`config.mk`:
```
export PLATFORM = sky130hd
export DESIGN_NAME = alu_issue_ctrl_flat
export DESIGN_NICKNAME = d
export VERILOG_FILES = /design/src/rtl/alu_pkg.sv /design/src/rtl/alu_issue_ctrl_if.sv /design/src/rtl/alu_regfile.sv /design/src/rtl/alu_issue_ctrl.sv /design/src/flat_wrapper.sv
export SDC_FILE = /design/constraint.sdc
export NUM_CORES = 1
export LEC_CHECK = 0
export CAP_MARGIN = 40
export CORE_ASPECT_RATIO = 1.1
export CORE_UTILIZATION = 53
export DETAILED_ROUTE_END_ITERATION = 7
export PLACE_DENSITY = 0.84
export SETUP_SLACK_MARGIN = 0.02
export SYNTH_ARGS = -nofsm -noshare
export SYNTH_HDL_FRONTEND = slang
export SYNTH_SLANG_ARGS = --single-unit
```
`constraint.sdc`:
```
create_clock -name clk -period 3.46 [get_ports clk]
set_input_delay 0.692 -clock clk [delete_from_list [all_inputs] [get_ports clk]]
set_output_delay 0.692 -clock clk [all_outputs]
set_load 0.01 [all_outputs]
```
`src/rtl/alu_pkg.sv`:
```
// Shared definitions for the ALU issue controller.
// Holds the 16 opcode encodings, the bit positions of the instruction
// fields, the controller FSM state type and a small writeback helper.
package alu_pkg;

  localparam int DATA_W  = 8;
  localparam int INSTR_W = 12;

  localparam logic [3:0] OP_ADD  = 4'b0000;
  localparam logic [3:0] OP_SUB  = 4'b0001;
  localparam logic [3:0] OP_AND  = 4'b0010;
  localparam logic [3:0] OP_OR   = 4'b0011;
  localparam logic [3:0] OP_XOR  = 4'b0100;
  localparam logic [3:0] OP_NOT  = 4'b0101;
  localparam logic [3:0] OP_SHL  = 4'b0110;
  localparam logic [3:0] OP_SHR  = 4'b0111;
  localparam logic [3:0] OP_INC  = 4'b1000;
  localparam logic [3:0] OP_DEC  = 4'b1001;
  localparam logic [3:0] OP_MUL  = 4'b1010;
  localparam logic [3:0] OP_DIV  = 4'b1011;
  localparam logic [3:0] OP_MOD  = 4'b1100;
  localparam logic [3:0] OP_MOV  = 4'b1101;
  localparam logic [3:0] OP_CMP  = 4'b1110;
  localparam logic [3:0] OP_SWAP = 4'b1111;

  // Instruction word: [11:8] opcode, [7:6] rd, [5:4] ra, [3:2] rb,
  // [1] wb_en, [0] reserved.
  localparam int OPC_HI = 11;
  localparam int OPC_LO = 8;
  localparam int RD_HI  = 7;
  localparam int RD_LO  = 6;
  localparam int RA_HI  = 5;
  localparam int RA_LO  = 4;
  localparam int RB_HI  = 3;
  localparam int RB_LO  = 2;
  localparam int WB_BIT = 1;

  typedef enum logic [1:0] {
    ST_IDLE    = 2'd0,
    ST_ISSUE   = 2'd1,
    ST_CAPTURE = 2'd2,
    ST_RESP    = 2'd3
  } state_t;

  // Compare only produces flags; it never writes the register file.
  function automatic logic writes_back(input logic wb_en, input logic [3:0] opcode);
    return wb_en && (opcode != OP_CMP);
  endfunction

endpackage

```
`src/rtl/alu_issue_ctrl_if.sv`:
```
// Bus bundle between the issue controller, its instruction/load source,
// the downstream combinational ALU and the result consumer.
//   instr_valid/instr/instr_ready : instruction channel
//   ld_valid/ld_addr/ld_data      : register-file load (no ready; only taken in IDLE)
//   alu_a/alu_b/alu_opcode        : operands presented to the ALU
//   alu_out/alu_flags             : combinational ALU answer
//   res_valid/res_ready/res_data/res_flags : result channel
// Handshake rule for both valid/ready channels: a transfer happens on a
// rising clk edge where valid and ready are both 1; the sender keeps its
// payload stable and valid high until that edge, and the receiver may
// change ready at any time without any transfer occurring.
interface alu_issue_ctrl_if #(parameter int NUM_REGS = 4);
  localparam int REG_AW = (NUM_REGS > 1) ? $clog2(NUM_REGS) : 1;

  logic              instr_valid;
  logic [11:0]       instr;
  logic              instr_ready;
  logic              ld_valid;
  logic [REG_AW-1:0] ld_addr;
  logic [7:0]        ld_data;
  logic [7:0]        alu_a;
  logic [7:0]        alu_b;
  logic [3:0]        alu_opcode;
  logic [7:0]        alu_out;
  logic [7:0]        alu_flags;
  logic              res_valid;
  logic              res_ready;
  logic [7:0]        res_data;
  logic [7:0]        res_flags;

  // Environment side: instruction/load source, ALU and result consumer.
  modport master (
    output instr_valid, instr, ld_valid, ld_addr, ld_data,
    output alu_out, alu_flags, res_ready,
    input  instr_ready, alu_a, alu_b, alu_opcode,
    input  res_valid, res_data, res_flags
  );

  // Controller side.
  modport slave (
    input  instr_valid, instr, ld_valid, ld_addr, ld_data,
    input  alu_out, alu_flags, res_ready,
    output instr_ready, alu_a, alu_b, alu_opcode,
    output res_valid, res_data, res_flags
  );
endinterface

```
`src/rtl/alu_regfile.sv`:
```
// NUM_REGS x 8 register file: two asynchronous read ports and one
// synchronous write port. The choice between load and writeback data is
// made by the caller. Synchronous active-high reset clears every entry.
//   clk, rst           : clock, reset
//   we, waddr, wdata   : write port
//   raddr_a / rdata_a  : read port A
//   raddr_b / rdata_b  : read port B
module alu_regfile #(
  parameter int NUM_REGS = 4,
  parameter int REG_AW   = 2
) (
  input  logic              clk,
  input  logic              rst,
  input  logic              we,
  input  logic [REG_AW-1:0] waddr,
  input  logic [7:0]        wdata,
  input  logic [REG_AW-1:0] raddr_a,
  output logic [7:0]        rdata_a,
  input  logic [REG_AW-1:0] raddr_b,
  output logic [7:0]        rdata_b
);

  logic [7:0] regs [NUM_REGS];

  always_ff @(posedge clk) begin
    if (rst) begin
      for (int i = 0; i < NUM_REGS; i++) regs[i] <= '0;
    end else if (we) begin
      regs[waddr] <= wdata;
    end
  end

  assign rdata_a = regs[raddr_a];
  assign rdata_b = regs[raddr_b];

endmodule

```
`src/rtl/alu_issue_ctrl.sv`:
```
// Issue controller for an external combinational ALU.
// Accepts one instruction at a time, reads both operands from a small
// register file, holds them on the ALU for a settle cycle, captures the
// ALU result/flags, optionally writes the result back, and offers the
// result on a valid/ready channel. Loads into the register file are only
// taken while idle and win over a simultaneous instruction.
//   clk, rst : clock, synchronous active-high reset
//   bus      : alu_issue_ctrl_if slave modport (all handshake/data signals)
//   state    : current FSM state, for observation
module alu_issue_ctrl
  import alu_pkg::*;
#(
  parameter int NUM_REGS = 4
) (
  input  logic   clk,
  input  logic   rst,
  alu_issue_ctrl_if.slave bus,
  output state_t state
);

  localparam int REG_AW = (NUM_REGS > 1) ? $clog2(NUM_REGS) : 1;

  logic [REG_AW-1:0] rd_q;
  logic              wb_q;
  logic              rf_we;
  logic [REG_AW-1:0] rf_waddr;
  logic [7:0]        rf_wdata;
  logic [7:0]        rdata_a;
  logic [7:0]        rdata_b;
  logic              unused_reserved;

  assign unused_reserved = bus.instr[0];

  // Ready is combinational so a load in the same cycle blocks acceptance.
  assign bus.instr_ready = !rst && (state == ST_IDLE) && !bus.ld_valid;

  // Load has priority; it is only possible in IDLE, writeback only in
  // CAPTURE, so the two never collide.
  always_comb begin
    rf_we    = 1'b0;
    rf_waddr = bus.ld_addr;
    rf_wdata = bus.ld_data;
    if ((state == ST_IDLE) && bus.ld_valid) begin
      rf_we = 1'b1;
    end else if ((state == ST_CAPTURE) && writes_back(wb_q, bus.alu_opcode)) begin
      rf_we    = 1'b1;
      rf_waddr = rd_q;
      rf_wdata = bus.alu_out;
    end
  end

  alu_regfile #(.NUM_REGS(NUM_REGS), .REG_AW(REG_AW)) u_regfile (
    .clk     (clk),
    .rst     (rst),
    .we      (rf_we),
    .waddr   (rf_waddr),
    .wdata   (rf_wdata),
    .raddr_a (REG_AW'(bus.instr[RA_HI:RA_LO])),
    .rdata_a (rdata_a),
    .raddr_b (REG_AW'(bus.instr[RB_HI:RB_LO])),
    .rdata_b (rdata_b)
  );

  always_ff @(posedge clk) begin
    if (rst) begin
      state          <= ST_IDLE;
      rd_q           <= '0;
      wb_q           <= 1'b0;
      bus.alu_a      <= '0;
      bus.alu_b      <= '0;
      bus.alu_opcode <= '0;
      bus.res_valid  <= 1'b0;
      bus.res_data   <= '0;
      bus.res_flags  <= '0;
    end else begin
      case (state)
        ST_IDLE: begin
          if (bus.instr_valid && bus.instr_ready) begin
            // Operands are latched here, so a later writeback to ra/rb
            // cannot disturb the values already on the ALU.
            bus.alu_a      <= rdata_a;
            bus.alu_b      <= rdata_b;
            bus.alu_opcode <= bus.instr[OPC_HI:OPC_LO];
            rd_q           <= REG_AW'(bus.instr[RD_HI:RD_LO]);
            wb_q           <= bus.instr[WB_BIT];
            state          <= ST_ISSUE;
          end
        end
        ST_ISSUE: begin
          // Settle cycle for the combinational ALU.
          state <= ST_CAPTURE;
        end
        ST_CAPTURE: begin
          bus.res_data  <= bus.alu_out;
          bus.res_flags <= bus.alu_flags;
          bus.res_valid <= 1'b1;
          state         <= ST_RESP;
        end
        ST_RESP: begin
          if (bus.res_ready) begin
            bus.res_valid <= 1'b0;
            state         <= ST_IDLE;
          end
        end
        default: state <= ST_IDLE;
      endcase
    end
  end

endmodule

```
`src/flat_wrapper.sv`:
```
// flat-port wrapper written by rule: the top's interface ports become plain ports
module alu_issue_ctrl_flat import alu_pkg::*;
#(
  parameter int NUM_REGS = 4
)
  (clk, rst, state, bus_instr_valid, bus_instr, bus_ld_valid, bus_ld_addr, bus_ld_data, bus_alu_out, bus_alu_flags, bus_res_ready, bus_instr_ready, bus_alu_a, bus_alu_b, bus_alu_opcode, bus_res_valid, bus_res_data, bus_res_flags);
  alu_issue_ctrl_if #(.NUM_REGS(NUM_REGS)) bus_i ();
  input  logic clk;
  input  logic rst;
  output state_t state;
  input wire logic [$bits(bus_i.instr_valid)-1:0] bus_instr_valid;
  input wire logic [$bits(bus_i.instr)-1:0] bus_instr;
  input wire logic [$bits(bus_i.ld_valid)-1:0] bus_ld_valid;
  input wire logic [$bits(bus_i.ld_addr)-1:0] bus_ld_addr;
  input wire logic [$bits(bus_i.ld_data)-1:0] bus_ld_data;
  input wire logic [$bits(bus_i.alu_out)-1:0] bus_alu_out;
  input wire logic [$bits(bus_i.alu_flags)-1:0] bus_alu_flags;
  input wire logic [$bits(bus_i.res_ready)-1:0] bus_res_ready;
  output wire logic [$bits(bus_i.instr_ready)-1:0] bus_instr_ready;
  output wire logic [$bits(bus_i.alu_a)-1:0] bus_alu_a;
  output wire logic [$bits(bus_i.alu_b)-1:0] bus_alu_b;
  output wire logic [$bits(bus_i.alu_opcode)-1:0] bus_alu_opcode;
  output wire logic [$bits(bus_i.res_valid)-1:0] bus_res_valid;
  output wire logic [$bits(bus_i.res_data)-1:0] bus_res_data;
  output wire logic [$bits(bus_i.res_flags)-1:0] bus_res_flags;
  assign bus_i.instr_valid = bus_instr_valid;
  assign bus_i.instr = bus_instr;
  assign bus_i.ld_valid = bus_ld_valid;
  assign bus_i.ld_addr = bus_ld_addr;
  assign bus_i.ld_data = bus_ld_data;
  assign bus_i.alu_out = bus_alu_out;
  assign bus_i.alu_flags = bus_alu_flags;
  assign bus_i.res_ready = bus_res_ready;
  assign bus_instr_ready = bus_i.instr_ready;
  assign bus_alu_a = bus_i.alu_a;
  assign bus_alu_b = bus_i.alu_b;
  assign bus_alu_opcode = bus_i.alu_opcode;
  assign bus_res_valid = bus_i.res_valid;
  assign bus_res_data = bus_i.res_data;
  assign bus_res_flags = bus_i.res_flags;
  alu_issue_ctrl #(.NUM_REGS(NUM_REGS)) u_core (.clk(clk), .rst(rst), .bus(bus_i), .state(state));
endmodule
```
# ---- Word-level counts from Yosys, hierarchy flattened
# Memory sizes are Yosys's and may differ from the RTL's. A register that Yosys moved wholly into a read port is not among the register bits.
# Cells that the tools add are included.
dict set report op_classes {
  eq_ne 6
  n_mux 19
  n_reduce_logical 14
}
# op count
set op_table {}
lappend op_table {{$mux W8} 3}
lappend op_table {{$mux W2} 5}
lappend op_table {{$mux W1} 9}
lappend op_table {{$pmux W2 S4} 1}
lappend op_table {{$reduce_or A8 Y1} 1}
lappend op_table {{$logic_and A1 B1 Y1} 6}
lappend op_table {{$reduce_and A2 Y1} 3}
lappend op_table {{$eq A2 B2 Y1 const B} 2}
lappend op_table {{$ne A2 B2 Y1 const B} 2}
lappend op_table {{$ne A4 B4 Y1 const B} 1}
lappend op_table {{$eq A2 B1 Y1 const B} 1}
lappend op_table {{$logic_not A1 Y1} 2}
lappend op_table {{$logic_not A2 Y1} 1}
lappend op_table {{$pmux W1 S2} 1}
lappend op_table {{$reduce_bool A2 Y1} 1}
dict set report totals {
  memories 1
  word_cells 47
  input_bits 43
  ram_bits 32
  ff_bits 26
}
# name words width read_ports rd_clocked_by_memory_dff write_ports line
set mem_list {}
lappend mem_list {u_core.u_regfile.regs 4 8 2 2 4 alu_regfile.sv:23} ;# logic [7:0] regs [NUM_REGS];

# ---- Logic depth before layout (Yosys ltp)
# Gate-level depths: netlist (run 1).
dict set report depth {
  ltp_word 10
  mapped_depth 8
  mapped_depth_nobuf 5
}

# ---- Modules after synthesis
# Synthesis (run 1) repeated with hierarchy kept, for this count alone.
dict set report unflattened {
  hier_cells 285
  hier_area_um2 3412.0
}
# module area_each_um2 seq_area_each_um2 n_inst cells_each
set modules_own_cells {}
lappend modules_own_cells {alu_issue_ctrl 1740.4 840.8 1 191}
lappend modules_own_cells {alu_regfile 1671.6 960.9 1 94}

# ---- Worst setup path before layout (run 1)
# OpenSTA, ideal clock, no wires.
dict set report synth_path {
  kind {register to register}
  startpoint {register u_core.state[0]}
  endpoint {memory u_core.u_regfile.regs[3][0], enable pin}
  required_ns 3.076
  n_path_buf 3
  t_arrival_ns 1.804
  path_stages_with_launch 9
  synth_period_minus_slack_ns 2.188
  setup_slack_ns 1.272
  cell_sequence {dfxtp_1 inv_1 ha_1 buf_6 and2_4 buf_6 buf_6 nand3_1 o21ai_0}
}
# item line
set synth_lines {}
lappend synth_lines {{start, declared} alu_issue_ctrl.sv:18} ;# output state_t state
lappend synth_lines {{start signal, assigned} alu_issue_ctrl.sv:66} ;# state <= ST_IDLE;
lappend synth_lines {{start signal, assigned} alu_issue_ctrl.sv:86} ;# state <= ST_ISSUE;
lappend synth_lines {{start signal, assigned} alu_issue_ctrl.sv:91} ;# state <= ST_CAPTURE;
lappend synth_lines {{end, declared} alu_regfile.sv:23}

# ---- Final worst setup path (run 1)
dict set report layout_path {
  startpoint {input port bus_ld_valid}
  endpoint {output port bus_instr_ready}
}
dict set report layout_between {
  elab_chain_cells 2
}
# item line
set layout_lines {}
lappend layout_lines {{start, declared} flat_wrapper.sv:13} ;# input wire logic [$bits(bus_i.ld_valid)-1:0] bus_ld_valid;
lappend layout_lines {{$logic_not A1 Y1} alu_issue_ctrl.sv:35} ;# assign bus.instr_ready = !rst && (state == ST_IDLE) && !bus.ld_valid;
lappend layout_lines {{$logic_and A1 B1 Y1} alu_issue_ctrl.sv:35}
lappend layout_lines {{end, declared} flat_wrapper.sv:19} ;# output wire logic [$bits(bus_i.instr_ready)-1:0] bus_instr_ready;
# No other way between the ends.

==> key figures, run 1 <==
Die
  • Die Span Y: 87.2 um
  • Row cnt: 30
  • Core area: 0.00627 mm^2
  • Die Wd: 79.4 um
  • Starting Density: 55.7%
  • Top Ports: 83
  • Die ar.: 0.00692 mm^2

Clock tree
  • Clock sink total: 74
  • Worst-skew pair later-pin latency: 0.35 ns
  • Max Root-Sink Buffers: 2
  • CTS root buf: clkbuf_8
  • Number of H-tree levels: 3
  • Clock slew seen by the registers of the worst setup and hold paths: 0.07 ns
  • Postcts setup bufs: 0
  • Hold buffer count at CTS: 0
  • TritonCTS Buffers: 9
  • CTS tree: done
  • Post-CTS Resized: 0

Layout
  • Most frequent cells in the layout: clkdlybuf4s50_1, nand2_1, dfxtp_1, edfxtp_1, a21oi_1
  • Antenna cell count: 0
  • Final nets: 428
  • Layout cells sized above 1: 12.2%
  • Commonest non-fill, non-tap cell in the layout: clkdlybuf4s50_1
  • Fillers: 460
  • Area Growth Syn to Fin: 27.5%

Synthesis
  • Post-synthesis compound-gate area fraction: 10.3%
  • YS warnings: 0
  • Mapped Area: 0.00349 mm^2
  • XOR/XNOR share of the synthesized area: 0%
  • Largest family of logic cells by synthesized area: simple AND/OR/NAND/NOR gates
  • Multiplexer area fraction after synthesis: 15.5%
  • Synth Net Count: 355
  • Syn_area_per_cell: 11.3 um^2
  • Synth Area in Adders: 1.43%
  • Post-synthesis cell count: 308
  • Flop and latch count out of synthesis: 74
  • Post-synthesis cell type count: 37
  • Seq/Total Area, Yosys: 51.6%
  • Simple-gate share of the synthesized area: 16.7%

Worst setup path
  • Worst setup EP type: output port
  • Worst EP arrival: 2.15 ns
  • Critical Path Source Type: primary input
  • Worst-path fanout max: 9
  • Crit Path Class: primary input to output port
  • FF-to-FF setup slack: 1.07 ns
  • CP required: 2.77 ns

Routing
  • Total number of vias: 2,637
  • Vias per Instance: 5.66
  • Wirelength per Cell: 15.9 um
  • Final wirelength: 7.39 mm
  • Drc violations: 0
  • Initial DRC count: 114
  • Final ANT Viol Nets: 0
  • Drt first pass iters: 4

GRT
  • Grt ovf: 0
  • Vias in the first global route: 2,606
  • Largest net degree at the start of global routing: 31
  • Total Routing Usage GR: 23.7%
  • Initial antenna violation count: 0
  • First-pass GRT wire length: 12.4 mm

Pwr
  • Post-layout power: 2.16 mW
  • Sw frac: 29.4%
  • Internal power: 1.53 mW
  • Pwr dens: 486 mW/mm^2
  • Reg power frac: 48.3%
  • NetSw: 0.635 mW
  • Leak Pwr: 1.54 nW
  • Worst VDD drop: 0.000331 V
  • Clk pwr share: 27.2%
  • Comb power frac: 24.4%

Timing
  • Final cycle utilization of the critical path: 82.1%
  • RSZ-0062 raised after global routing: no
  • Slew margin rel.: 54.2%
  • F_max: 0.352 GHz
  • Hold Vio Cnt, Final: 0
  • Final Skew: 0.00620 ns
  • Final Max Tran Viols: 0
  • Slew @ Worst Pin: 0.683 ns
  • Final setup viols: 0
  • Total Neg Setup Slack: 0 ns
  • Min Tclk post-route: 2.84 ns

Placed design
  • IO buf count: 81
  • HPWL Detailed: 5.57 mm
  • Final GP Congestion: 0.874

Min path
  • Tightest Hold Check Type: register to register

Status
  • Status: finished, final reports clean

Flow run
  • Max Cap Viol: 0
## metrics by stage
step                util [%]  area [um^2]  setup WS [ns]  hold slack, ns  instances
floorplan                  -         3490           1.27           0.437        308
global placement        68.2         4270          0.638           0.445        449
detailed placement      68.3         4280          0.622           0.450        450
CTS                     71.1         4450          0.620           0.460        466
global route            71.1         4450          0.500           0.485        466
finish                  71.1         4450          0.619           0.454        466
## path summary, 6_finish.rpt
path,depth (start not counted),start,to
worst max register to register,6,u_core.state[0]$_SDFFE_PP0P_,u_core.u_regfile.regs[0][6]$_SDFFCE_PN0P_
worst max-delay path,3,bus_ld_valid,bus_instr_ready
worst min-delay path,2,u_core.bus.alu_b[4]$_SDFFE_PP0P_,u_core.bus.alu_b[4]$_SDFFE_PP0P_
worst min register to register,2,u_core.bus.alu_b[4]$_SDFFE_PP0P_,u_core.bus.alu_b[4]$_SDFFE_PP0P_
## cell type report
cell class	count	area, um^2	area share, %
Sequential cell	74	1800	40.4
Multi-Input combinational cell	208	1530	34.4
Timing Repair Buffer	85	840	18.8
Clock buffer	10	128	2.87
Tap cell	80	100	2.25
Clock inverter	6	42.5	0.955
Inverter	3	11.3	0.253
## sequential cells by signal (all words and copies together) (netlist names)
name                   cells
u_core.bus.alu_a           8
u_core.bus.alu_b           8
u_core.bus.alu_opcode      4
u_core.bus.res_data        8
u_core.bus.res_flags       8
u_core.bus.res_valid       1
u_core.rd_q                2
u_core.state               2
u_core.u_regfile.regs     32
u_core.wb_q                1
## synthesized netlist by cell type, drive strengths merged
master   count  area share, %
edfxtp      32             28
nor3b        1           0.21
nand4b       2           0.50
mux4        16             10
nand4bb      1           0.32
and2         1           0.25
nor2        17            1.8
a41oi        1           0.25
nand2b       3           0.54
mux2i       18            5.2
a211oi       1           0.21
nand3b       5            1.3
ha           4            1.4
nor2b        4           0.72
nand2       65            7.2
inv          3           0.32
dfxtp       42             24
a31o         1           0.25
a21oi       26            4.0
o21ai        1           0.14
and4bb       1           0.47
a22oi       24            5.2
or4          1           0.32
buf         20            3.9
nand4       11            2.3
nand3        1           0.14
o21bai       1           0.21
clkbuf       3           0.32
and3b        1           0.29
or3b         1           0.25
## kinds of logic after synthesis
logic type               count (synthesis)
multiplexers                            34
AO/OA/AOI/OAI                           55
flip-flops                              74
adder cells (fa/ha/maj)                  4
AND/OR/NAND/NOR                        115
buffers and inverters                   26
## power groups by stage
stage	sequential, mW	clock, mW	combinational (mW)
floorplan	1.08	0	0.323
global placement	1.06	0	0.510
detailed placement	1.07	0	0.527
CTS	1.05	0.597	0.531
global route	1.06	0.639	0.574
finish	1.05	0.589	0.529
## routing by layer
| metal | routed length, um | vias up | GRT usage [%] |
|---|---|---|---|
| met5 | 0 | - | 0 |
| met4 | 111 | 0 | 9.42 |
| met3 | 554 | 9 | 7.54 |
| met2 | 3750 | 107 | 39.7 |
| met1 | 2980 | 1249 | 28.2 |
| li1 | - | 1272 | - |
## worst max-delay path, stage by stage
cell,delay (ns)
clkdlybuf4s50_1,0.60
nor3b_1,0.28
clkdlybuf4s50_1,0.58
(Power assumes the default switching activity.)
==> run 2, diff against run 1 <==
Settings changed: CORE_UTILIZATION 53 to 50, PLACE_DENSITY 0.84 to 0.8.
Clock period 3.46 ns to 2.9 ns, I/O delays scaled along.
==> key figures, run 2 (same netlist as run 1, synthesis figures left out) <==
Status
  • Status: finished, final reports clean

Timing
  • Final Max Tran Viols: 0
  • Final setup viols: 0
  • RSZ-0062 raised after global routing: no
  • Slew margin rel.: 54.9%
  • Min Tclk post-route: 2.62 ns
  • Slew @ Worst Pin: 0.673 ns
  • Final cycle utilization of the critical path: 90.3%
  • Total Neg Setup Slack: 0 ns
  • Worst hold slack: 0.456 ns
  • Hold Vio Cnt, Final: 0
  • Final Skew: 0.00907 ns
  • F_max: 0.382 GHz

GRT
  • Grt ovf: 0
  • Initial antenna violation count: 0
  • First-pass GRT wire length: 12.3 mm
  • Largest net degree at the start of global routing: 30
  • Total Routing Usage GR: 22.4%
  • Vias in the first global route: 2,539

Clock tree
  • Worst-skew pair later-pin latency: 0.34 ns
  • Max Root-Sink Buffers: 2
  • Clock slew seen by the registers of the worst setup and hold paths: 0.08 ns
  • CTS tree: done
  • Number of H-tree levels: 3
  • CTS root buf: clkbuf_8
  • Post-CTS Resized: 0
  • TritonCTS Buffers: 9
  • Hold buffer count at CTS: 0
  • Clock sink total: 74
  • Postcts setup bufs: 0

Worst setup path
  • Worst EP arrival: 2.04 ns
  • Worst r2r dst: u_core.u_regfile.regs[1][5]$_SDFFCE_PN0P_
  • CP delay by family, top: buffers and inverters
  • Slowest-stage cell, CP: clkdlybuf4s50_1
  • FF-to-FF setup slack: 0.66 ns
  • Critical path cell sequence: inv_1 > ha_1 > nor3b_1 > clkdlybuf4s50_1
  • Reg2reg path depth: 5
  • Crit Path Class: register to output port
  • Worst setup EP type: output port
  • Critical path buffers and inverters: 2
  • Critical Path Source Type: register
  • FF-to-FF Start: u_core.state[0]$_SDFFE_PP0P_
  • CP required: 2.32 ns
  • Max stage delay on crit path: 0.58 ns
  • Worst-path fanout max: 9

Layout
  • Number of flip-flops in the largest register: 32
  • Most flops, register: u_core.u_regfile.regs
  • Commonest non-fill, non-tap cell in the layout: clkdlybuf4s50_1
  • Final nets: 432
  • Final instance area: 0.00454 mm^2
  • Antenna cell count: 0
  • Fillers: 519
  • Area Growth Syn to Fin: 29.9%
  • Most frequent cells in the layout: clkdlybuf4s50_1, nand2_1, dfxtp_1, edfxtp_1, a21oi_1
  • Layout cells sized above 1: 13.3%
  • Register area: 0.00180 mm^2
  • Area taken by multi-input logic gates: 0.00153 mm^2

Pwr
  • Worst VDD drop: 0.000405 V
  • Leak Pwr: 1.58 nW
  • Post-layout power: 2.78 mW
  • Pwr dens: 613 mW/mm^2

Routing
  • Final wirelength: 7.47 mm
  • Drt first pass iters: 4
  • Final ANT Viol Nets: 0
  • Drc violations: 0
  • Total number of vias: 2,613
  • Wirelength per Cell: 15.8 um
  • Vias per Instance: 5.54
  • Initial DRC count: 122

Placed design
  • Final GP Congestion: 0.800
  • HPWL Detailed: 5.54 mm
  • Area after DPL: 0.00431 mm^2
  • IO buf count: 81

Die
  • Die Span Y: 89.7 um
  • Top Ports: 83
  • Die ar.: 0.00733 mm^2
  • Die Wd: 81.7 um
  • Row cnt: 31
  • Core area: 0.00667 mm^2
  • Starting Density: 52.4%

Min path
  • Number of cells on the worst hold path: 2
  • Tightest Hold Check Type: register to register
  • Hold_sp: u_core.bus.alu_a[7]$_SDFFE_PP0P_
  • Worst Hold End: u_core.bus.alu_a[7]$_SDFFE_PP0P_

Flow run
  • Max Cap Viol: 0
run 2: report_power, final:
part | leakage (nW) | internal, mW | switching [mW]
Clock | 0.112 | 0.493 | 0.408
Sequential | 0.673 | 1.19 | 0.0597
Combinational | 0.799 | 0.322 | 0.308
Total | 1.58 | 2.01 | 0.775
run 2: tightest hold or removal path: stages, from the launching register on:
cell and delay, ns:
dfxtp_1 0.31, nand2_1 0.05, a21oi_1 0.05
run 2: area by class of cell:
type,count,share of cell area (%)
sequential,74,39.7
multi-input combinational,208,33.7
tap,82,2.26
inverter,3,0.248
timing repair buffer,89,19.1
clock buffer,9,2.73
clock inverter,7,2.23
run 2: stage by stage:
stage          std cells  utilization [%]  worst slack, ns
2_1_floorplan        308                -            0.712
3_3_place_gp         456             64.6            0.351
3_5_place_dp         456             64.6            0.353
4_1_cts              472             68.0            0.244
5_1_grt              472             68.0            0.136
6_report             472             68.0            0.280
run 2: per-layer routing:
metal / global-route usage [%] / up-vias / share of wire, %
met5: 0 / - / 0
met4: 9.09 / 0 / 1.4
met3: 6.67 / 10 / 7.5
met2: 35.8 / 103 / 49
met1: 28.5 / 1216 / 42
li1: - / 1284 / -
run 2: worst max path at each step:
stage	startpoint	endpoint	slack (ns)	depth (start not counted)
5_1_grt	u_core.state[0]$_SDFFE_PP0P_	bus_instr_ready	0.14	4
6_report	u_core.state[0]$_SDFFE_PP0P_	bus_instr_ready	0.28	4
4_1_cts	u_core.state[0]$_SDFFE_PP0P_	bus_instr_ready	0.24	4
3_3_place_gp	bus_ld_valid	bus_instr_ready	0.35	4
2_1_floorplan	u_core.state[0]$_SDFFE_PP0P_	u_core.u_regfile.regs[3][0]$_DFFE_PP_	0.71	8
3_5_place_dp	bus_ld_valid	u_core.u_regfile.regs[1][7]$_SDFFCE_PN0P_	0.35	5
==> run 3, diff against run 2 <==
Settings changed: CTS_CLUSTER_DIAMETER from default to 60.
==> results of run 3 <==
Final layout, timing and power as in run 2 (identical DEF).
